===== src/rtl/ppu_pkg.sv =====
// Shared PPU encodings: op codes and scheduler state type.
package ppu_pkg;

    localparam int unsigned OP_SIZE = 2;

    localparam logic [OP_SIZE-1:0] ADD = 2'd0;
    localparam logic [OP_SIZE-1:0] SUB = 2'd1;
    localparam logic [OP_SIZE-1:0] MUL = 2'd2;
    localparam logic [OP_SIZE-1:0] DIV = 2'd3;

    typedef enum logic {
        RUN      = 1'b0,
        DIV_WAIT = 1'b1
    } sched_state_t;

endpackage


===== src/rtl/ppu_op_scheduler_rr_arbiter.sv =====
// Round-robin arbiter: one-hot grant to the first requester after the last accepted one.
module rr_arbiter #(
    parameter  int unsigned NREQ = 2,
    localparam int unsigned IDW  = (NREQ > 1) ? $clog2(NREQ) : 1
) (
    input  logic            clk,
    input  logic            rst_n,
    input  logic [NREQ-1:0] req_i,
    input  logic            accept_i,
    output logic [NREQ-1:0] grant_o,
    output logic [IDW-1:0]  grant_idx_o
);

    logic [IDW-1:0] ptr_q;
    logic           found_c;
    int unsigned    idx_c;

    // Scan cyclically starting just after the last accepted requester.
    always_comb begin
        grant_o     = '0;
        grant_idx_o = '0;
        found_c     = 1'b0;
        idx_c       = 0;
        for (int unsigned k = 1; k <= NREQ; k++) begin
            idx_c = (32'(ptr_q) + k) % NREQ;
            if (!found_c && req_i[IDW'(idx_c)]) begin
                grant_o[IDW'(idx_c)] = 1'b1;
                grant_idx_o          = IDW'(idx_c);
                found_c              = 1'b1;
            end
        end
    end

    // Pointer moves only on an accepted grant; reset value gives requester 0 top priority.
    always_ff @(posedge clk or negedge rst_n) begin
        if (!rst_n) begin
            ptr_q <= IDW'(NREQ - 1);
        end else if (accept_i) begin
            ptr_q <= grant_idx_o;
        end
    end

endmodule


===== src/rtl/ppu_op_scheduler.sv =====
// PPU op scheduler: arbitrates requesters, issues ops to the core, returns tagged results.
module ppu_op_scheduler
    import ppu_pkg::*;
#(
    parameter  int unsigned N        = 16,
    parameter  int unsigned NREQ     = 2,
    parameter  int unsigned TAG_W    = 4,
    parameter  int unsigned PIPE_LAT = 1,
    parameter  int unsigned DIV_LAT  = 4,
    localparam int unsigned IDW      = (NREQ > 1) ? $clog2(NREQ) : 1
) (
    input  logic                    clk,
    input  logic                    rst,
    input  logic [NREQ-1:0]         req_valid,
    output logic [NREQ-1:0]         req_ready,
    input  logic [NREQ*OP_SIZE-1:0] req_op,
    input  logic [NREQ*N-1:0]       req_a,
    input  logic [NREQ*N-1:0]       req_b,
    input  logic [NREQ*TAG_W-1:0]   req_tag,
    output logic                    core_start,
    output logic [OP_SIZE-1:0]      core_op,
    output logic [N-1:0]            core_in1,
    output logic [N-1:0]            core_in2,
    input  logic [N-1:0]            core_result,
    output logic                    rsp_valid,
    output logic [IDW-1:0]          rsp_id,
    output logic [TAG_W-1:0]        rsp_tag,
    output logic [N-1:0]            rsp_result
);

    localparam int unsigned CNT_W    = $clog2(DIV_LAT + 1);
    localparam int unsigned PIPE_IDX = DIV_LAT - PIPE_LAT;

    typedef struct packed {
        logic             valid;
        logic [IDW-1:0]   id;
        logic [TAG_W-1:0] tag;
    } trk_entry_t;

    if (PIPE_LAT < 1 || DIV_LAT < PIPE_LAT) begin : g_bad_lat
        $error("ppu_op_scheduler: need 1 <= PIPE_LAT <= DIV_LAT");
    end

    sched_state_t       state_q;
    logic [CNT_W-1:0]   div_cnt_q;
    logic               core_start_q;
    logic [OP_SIZE-1:0] core_op_q;
    logic [N-1:0]       core_in1_q;
    logic [N-1:0]       core_in2_q;
    logic [IDW-1:0]     iss_id_q;
    logic [TAG_W-1:0]   iss_tag_q;
    trk_entry_t         trk_q [DIV_LAT];

    logic [NREQ-1:0]    arb_req_c;
    logic [NREQ-1:0]    grant_c;
    logic [IDW-1:0]     grant_idx_c;
    logic               hs_c;
    logic [OP_SIZE-1:0] sel_op_c;
    logic [N-1:0]       sel_a_c;
    logic [N-1:0]       sel_b_c;
    logic [TAG_W-1:0]   sel_tag_c;
    trk_entry_t         new_entry_c;

    // Requests are only visible to the arbiter while accepting and out of reset.
    assign arb_req_c = (rst && state_q == RUN) ? req_valid : '0;
    assign req_ready = grant_c;
    assign hs_c      = |(req_valid & grant_c);

    rr_arbiter #(
        .NREQ (NREQ)
    ) u_arb (
        .clk         (clk),
        .rst_n       (rst),
        .req_i       (arb_req_c),
        .accept_i    (hs_c),
        .grant_o     (grant_c),
        .grant_idx_o (grant_idx_c)
    );

    assign sel_op_c  = req_op[grant_idx_c*OP_SIZE +: OP_SIZE];
    assign sel_a_c   = req_a[grant_idx_c*N +: N];
    assign sel_b_c   = req_b[grant_idx_c*N +: N];
    assign sel_tag_c = req_tag[grant_idx_c*TAG_W +: TAG_W];

    assign new_entry_c = '{valid: 1'b1, id: iss_id_q, tag: iss_tag_q};

    // Scheduler FSM: a DIV handshake blocks acceptance for DIV_LAT cycles.
    always_ff @(posedge clk or negedge rst) begin
        if (!rst) begin
            state_q   <= RUN;
            div_cnt_q <= '0;
        end else begin
            case (state_q)
                RUN: begin
                    if (hs_c && sel_op_c == DIV) begin
                        state_q   <= DIV_WAIT;
                        div_cnt_q <= CNT_W'(DIV_LAT);
                    end
                end
                DIV_WAIT: begin
                    if (div_cnt_q == CNT_W'(1)) begin
                        state_q   <= RUN;
                        div_cnt_q <= '0;
                    end else begin
                        div_cnt_q <= div_cnt_q - CNT_W'(1);
                    end
                end
                default: begin
                    state_q   <= RUN;
                    div_cnt_q <= '0;
                end
            endcase
        end
    end

    // Issue register: payload captured on handshake, held otherwise.
    always_ff @(posedge clk or negedge rst) begin
        if (!rst) begin
            core_start_q <= 1'b0;
            core_op_q    <= ADD;
            core_in1_q   <= '0;
            core_in2_q   <= '0;
            iss_id_q     <= '0;
            iss_tag_q    <= '0;
        end else begin
            core_start_q <= hs_c;
            if (hs_c) begin
                core_op_q  <= sel_op_c;
                core_in1_q <= sel_a_c;
                core_in2_q <= sel_b_c;
                iss_id_q   <= grant_idx_c;
                iss_tag_q  <= sel_tag_c;
            end
        end
    end

    // Tracking shift register: entry insertion point sets the response latency.
    always_ff @(posedge clk or negedge rst) begin
        if (!rst) begin
            for (int unsigned k = 0; k < DIV_LAT; k++) begin
                trk_q[k] <= '0;
            end
        end else begin
            trk_q[0] <= '0;
            for (int unsigned k = 1; k < DIV_LAT; k++) begin
                trk_q[k] <= trk_q[k-1];
            end
            if (core_start_q) begin
                if (core_op_q == DIV) begin
                    trk_q[0] <= new_entry_c;
                end else begin
                    trk_q[PIPE_IDX] <= new_entry_c;
                end
            end
        end
    end

    if (PIPE_IDX > 0) begin : g_collision_chk
        // A pipelined entry must land on an empty stage.
        a_no_collision: assert property (@(posedge clk) disable iff (!rst)
            (core_start_q && core_op_q != DIV) |-> !trk_q[PIPE_IDX-1].valid);
    end

    assign core_start = core_start_q;
    assign core_op    = core_op_q;
    assign core_in1   = core_in1_q;
    assign core_in2   = core_in2_q;
    assign rsp_valid  = trk_q[DIV_LAT-1].valid;
    assign rsp_id     = trk_q[DIV_LAT-1].id;
    assign rsp_tag    = trk_q[DIV_LAT-1].tag;
    assign rsp_result = core_result;

endmodule


===== config.mk =====
export PLATFORM = sky130hd
export DESIGN_NAME = ppu_op_scheduler
export DESIGN_NICKNAME = d
export VERILOG_FILES = /design/src/rtl/ppu_pkg.sv /design/src/rtl/ppu_op_scheduler_rr_arbiter.sv /design/src/rtl/ppu_op_scheduler.sv
export SDC_FILE = /design/constraint.sdc
export NUM_CORES = 1
export LEC_CHECK = 0
export CORE_MARGIN = 5
export CORE_UTILIZATION = 35
export CTS_CLUSTER_SIZE = 25
export DETAILED_ROUTE_END_ITERATION = 7
export DONT_BUFFER_PORTS = 1
export PLACE_DENSITY_LB_ADDON = 0.3
export SYNTH_ARGS = -nofsm -noshare
export SYNTH_HDL_FRONTEND = slang
export SYNTH_HIERARCHICAL = 1
export SYNTH_SLANG_ARGS = --single-unit

===== constraint.sdc =====
create_clock -name clk -period 2.05 [get_ports clk]
set_clock_uncertainty 0.05 [all_clocks]
set_input_delay 0.41 -clock clk [delete_from_list [all_inputs] [get_ports clk]]
set_output_delay 0.41 -clock clk [all_outputs]
set_load 0.02 [all_outputs]

==> impl_metrics.tcl, run 1 <==
set metrics [dict create \
    status "finished with violations" \
    violations "negative hold slack" \
    layout_min_cycle_time_ps 1930 \
    synthCells 261 \
    crit_required_ps 1590 \
    synth_common_cells "68 x dfrtp_1, 42 x nand2_1, 40 x o21ai_0" \
    cts_max_level 3 \
    drt_first_iter_violations 64 \
    grt_setup_unrepaired "false" \
    critPathMaxFanout 3 \
    grt_max_degree 72 \
    initial_core_util_pct 36.2 \
    dp_hpwl_um 4270 \
    drv_slew 0 \
    clock_latency_ps 330 \
    powerDensity_nw_per_um2 1440 \
    grt_antenna_before_repair 0 \
    arrival_ps 1470 \
    synth_most_common_cell "dfrtp_1" \
    cp-end-kind "output pin" \
    max_freq_ghz 0.519 \
    cts_tree "built" \
    ir_drop_mv 0.444 \
    grt_pass1_vias 1797 \
    post-route-period-util_pct 94.1 \
    num_antenna_cells 0 \
    rows 33 \
    instances_no_fill 358 \
    dr.pass1.iters 4 \
    fin_nets 346 \
    final_util_pct 39.0 \
    ant_nets 0 \
    placed_cells 342 \
    vias 1712 \
    drc 0 \
    dieArea_um2 10500 \
    power_leakage_nw 1.50 \
    wire_per_inst_um 16.4 \
    die_y_um 103 \
    die_w_um 103 \
    coreArea_um2 8300 \
    crit_path_top_delay_cell "dfrtp_1" \
    min_path_type "in2async" \
    synthesis.area_um2 3000 \
    drive_above_1_share_pct 15.0 \
    via_per_inst 4.78 \
    yosys.cell_types.count 29 \
    worst-path-buf-inv 1 \
    syn_nets 359 \
    cts_buffers 9 \
    synth.top_cells.by_area "dfrtp_1 57%, mux2i_1 13%, o21ai_0 6.7%" \
    cp_cell_sequence "and3b_1 > a21boi_4 > buf_4" \
    worstSetupStartpointType "flip-flop" \
    synth-edff-count 0 \
    yosysWarnings 6 \
    clock_sinks 69 \
    synth-main-ff-cell "dfrtp_1" \
    setup_tns_ps 0 \
    grt.total_usage_pct 11.5 \
    crit_type "reg2out" \
    syn_avg_cell_area_um2 11.5 \
    grt-ovfl-total 0 \
    cts_setup_buffers 0 \
    clk_path_buf_depth 2 \
    io_buffers 0 \
    finalHoldViolCount 69 \
    slew_headroom_pct 76.1 \
    io_pins 155 \
    max_stage_delay_ps 410 \
    clk_pin_slew_worst_paths_ps 80 \
    grt_pass1_wl_um 9320 \
    holdWs_ps -287 \
    finalWirelength_um 5870 \
    worst_slew_pin_slew_ps 359 \
    ys_async_sr_fraction_pct 100 \
    gp_congestion 0.653 \
    cpLargestDelayFamily "flip-flops" \
    synth-seq-area-share_pct 57.5 \
    synth_seq_cells 69 \
    cap_violations 0 \
    cts_root_buf "clkbuf_8" \
    area_growth_pct 7.75 \
    synth_top_cell_area_share_pct 56.6 \
    setup_viol 0 \
    yosys.area.top_type "dfrtp_1" \
]
==> metal layers <==
layer	vias up	global-route usage, %	share of wire [%]
met4	0	4.24	1.5
met2	67	17.6	47
met3	16	4.53	10
met5	-	0	0
met1	793	14.7	42
li1	836	-	-
==> registers in the layout (all words and copies together), names as in the netlist <==
name and cells:
trk_q 18, core_in1 16, core_in2 16, iss_tag_q 4
rsp_tag 4, div_cnt_q 3, core_op 2, core_start 1
iss_id_q 1, rsp_id 1, rsp_valid 1, state_q 1
u_arb/ptr_q 1
==> layout make-up <==
cell class                 count  area (µm²)
fill                         803        5060
sequential                    69        1730
multi-input combinational    154        1050
tap                          105         131
clock buffer                   9         124
clock inverter                 7        98.8
timing repair buffer          10        87.6
inverter                       4        15.0
==> cell usage in the layout (no fill, tap or decap), types with 4 or more instances in the layout <==
cell      instances
and2_1            5
mux2_2            5
dfrtp_1          68
nand2_1          42
inv_1             4
buf_4             9
o21ai_0          40
clkbuf_8          9
mux2i_1          38
==> metrics by stage <==
stage | power [mW] | instance area [µm²] | setup slack (ps)
after floorplan | 3.27 | 3010 | 48.4
after global placement | 3.46 | 3010 | 253
after detailed placement | 3.50 | 3010 | 216
after CTS | 4.74 | 3230 | 67.1
after global routing | 4.98 | 3240 | 21.5
final | 4.66 | 3240 | 122
==> worst register-to-register path, delay by kind of cell (launching register included) <==
kind            cells  cell delay, ps
flops               1             390
buf+inv             1             300
simple gates        1             250
compound gates      3             660
==> repair_timing <==
item / in CTS / in global routing
endpoints found under the hold margin: 69 / 69
setup endpoints to repair: 0 / 1
gates resized for setup: 0 / 1
==> report_power, final <==
group	switching [mW]	internal, mW
registers	0.809	1.83
logic	0.416	0.383
clock network	0.531	0.691
==> path summary, 6_finish.rpt <==
kind | to | cells after the start | startpoint | slack (ps)
worst max-delay path | req_ready[0] | 3 | state_q | 120
worst min-delay path | rsp_tag[2] | 0 | rst | -290
worst max register to register | core_in2[4] | 5 | state_q | 280
worst min register to register | trk_q[6] | 0 | trk_q[12] | 300
max in group asynchronous | u_arb/ptr_q | 0 | rst | 2040
min in group clk | core_in2[11] | 2 | req_b[11] | 220
==> cell families (layout without fill, tap and decap cells) <==
logic type | count (synthesis) | after routing | synth area share [%]
flip-flops | 69 | 69 | 57.5
AND/OR/NAND/NOR | 58 | 58 | 8.75
AO/OA/AOI/OAI | 50 | 50 | 9.66
multiplexers | 44 | 44 | 15.0
buffers and inverters | 38 | 30 | 8.20
adder cells (fa/ha/maj) | 2 | 2 | 0.833
Power figures use the tool's default switching activity.
==> run 2: changes to the inputs <==
--- a/config.mk
+++ b/config.mk
@@ -10,8 +10,10 @@
 export CTS_CLUSTER_SIZE = 25
 export DETAILED_ROUTE_END_ITERATION = 7
 export DONT_BUFFER_PORTS = 1
-export PLACE_DENSITY_LB_ADDON = 0.3
+export MAX_ROUTING_LAYER = met4
+export PLACE_DENSITY = 0.57
 export SYNTH_ARGS = -nofsm -noshare
 export SYNTH_HDL_FRONTEND = slang
 export SYNTH_HIERARCHICAL = 1
 export SYNTH_SLANG_ARGS = --single-unit
+export TNS_END_PERCENT = 30
==> run 2 against run 1 <==
Against the previous run:
- critical path type unchanged
- largest cell class unchanged
- combinational power fell by 0.9%
- sequential power barely moved
- global-route usage rose by 0.28 points
- sequential share of layout area rose by 0.71 points
- cell count rose by 0.28%
- flip-flop and latch count did not move
- the run still ends with negative hold slack left
- non-clock buffer count rose by 2
==> impl_metrics.tcl, run 2 (synthesis gave the netlist of run 1 again) <==
set metrics [dict create \
    largest_register_ffs 18 \
    grt_pass1_wl_um 9050 \
    crit_required_ps 1590 \
    min_path_type "in2async" \
    die_w_um 103 \
    grt_pass1_vias 1734 \
    reg2reg_setup_slack_ps 220 \
    crit_path_top_delay_cell "dfrtp_1" \
    final_cell_mix "68 x dfrtp_1, 42 x nand2_1, 40 x o21ai_0, 38 x mux2i_1" \
    critPathMaxFanout 3 \
    grt_antenna_before_repair 0 \
    final_area_um2 3190 \
    area_growth_pct 6.33 \
    nFillCells 799 \
    grt_setup_unrepaired "false" \
    gp_congestion 0.702 \
    worst-path-buf-inv 1 \
    gr-max-usage-layer "met2" \
    cts_tree "built" \
    crit_cells 3 \
    cts_root_buf "clkbuf_8" \
    cts_buffers 9 \
    power_leakage_nw 1.49 \
    die_y_um 103 \
    initial_core_util_pct 36.2 \
    setup_tns_ps 0 \
    arrival_ps 1480 \
    wire_per_inst_um 16.3 \
    violations "negative hold slack" \
    crit_type "reg2out" \
    clock_latency_ps 330 \
    setup_viol 0 \
    dp_hpwl_um 4350 \
    slew_headroom_pct 74.7 \
    finalHoldViolCount 69 \
    cts_max_level 3 \
    holdWs_ps -281 \
    layout_min_cycle_time_ps 1940 \
    critPathCapture "req_ready[0]" \
    dieArea_um2 10500 \
    r2r_start "state_q" \
    dr.pass1.iters 4 \
    grtUsageMet3_pct 3.45 \
    grt_use_met2_pct 15.8 \
    ir_drop_mv 0.386 \
    status "finished with violations" \
    ant_nets 0 \
    io_pins 155 \
    max_stage_delay_ps 400 \
    critPathLaunch "state_q" \
    max_freq_ghz 0.514 \
    reg2reg_to "iss_tag_q[1]" \
    final_common_cell "dfrtp_1" \
    clk_path_buf_depth 2 \
    grt.total_usage_pct 11.8 \
    clock_sinks 69 \
    worstSetupStartpointType "flip-flop" \
    via_per_inst 4.81 \
    largest-register "trk_q" \
    powerDensity_nw_per_um2 1390 \
    drt_first_iter_violations 36 \
    clk_pin_slew_worst_paths_ps 80 \
    placed_cells 344 \
    cp-end-kind "output pin" \
    coreArea_um2 8300 \
    num_antenna_cells 0 \
    post-route-period-util_pct 94.8 \
    worst_slew_pin_slew_ps 379 \
    grt-ovfl-total 0 \
    cpLargestDelayFamily "flip-flops" \
    cp_cell_sequence "and3b_1 > a21boi_2 > buf_4" \
    met1_usage_pct 15.4 \
    drc 0 \
    drive_above_1_share_pct 15.4 \
    io_buffers 0 \
    instances_no_fill 359 \
    finalWirelength_um 5860 \
    fin_nets 348 \
    grt_max_degree 72 \
    reg2reg_depth 5 \
    rows 33 \
    vias 1727 \
    cap_violations 0 \
    drv_slew 0 \
    place_area_um2 3010 \
]
-- run 2: per-layer routing --
metal / up-vias / wire, µm
li1: 839 / -
met1: 793 / 2590
met2: 74 / 2600
met3: 21 / 505
met4: 0 / 165
met5: - / 0
-- run 2: layout make-up --
| type | instances | area, µm² | area share, % |
|---|---|---|---|
| Clock buffer | 12 | 165 | 5.17 |
| Clock inverter | 3 | 20.0 | 0.627 |
| Inverter | 4 | 15.0 | 0.470 |
| Multi-Input combinational cell | 154 | 1040 | 32.7 |
| Sequential cell | 69 | 1730 | 54.1 |
| Tap cell | 105 | 131 | 4.11 |
| Timing Repair Buffer | 12 | 90.1 | 2.82 |
-- run 2: per-stage QoR --
stage          setup slack [ps]  util (%)  hold WS (ps)  power, mW
2_1_floorplan              48.4         -          64.4       3.27
3_3_place_gp                210      36.3          66.2       3.45
3_5_place_dp                151      36.3          66.4       3.50
4_1_cts                    68.6      38.5          -313       4.54
5_1_grt                    2.47      38.5          -313       4.75
6_report                    106      38.5          -281       4.44
-- run 2: how the worst min path moves through the flow --
stage	from	end	cells past startpoint
2_1_floorplan	rst	core_in1[0]	0
3_3_place_gp	rst	core_in1[12]	0
3_5_place_dp	rst	core_in1[12]	0
4_1_cts	rst	trk_q[16]	0
5_1_grt	rst	core_op[1]	0
6_report	rst	trk_q[16]	0
-- run 2: power by group --
group | internal, mW | leakage [nW] | switching, mW | total (mW)
Combinational | 0.380 | 0.509 | 0.413 | 0.793
Sequential | 1.83 | 0.891 | 0.804 | 2.64
Clock | 0.529 | 0.0905 | 0.486 | 1.01
-- run 2: timing repair --
item | CTS | global route
endpoints found under the hold margin | 69 | 69
buffers inserted | 0 | 0
resized for setup | 0 | 0
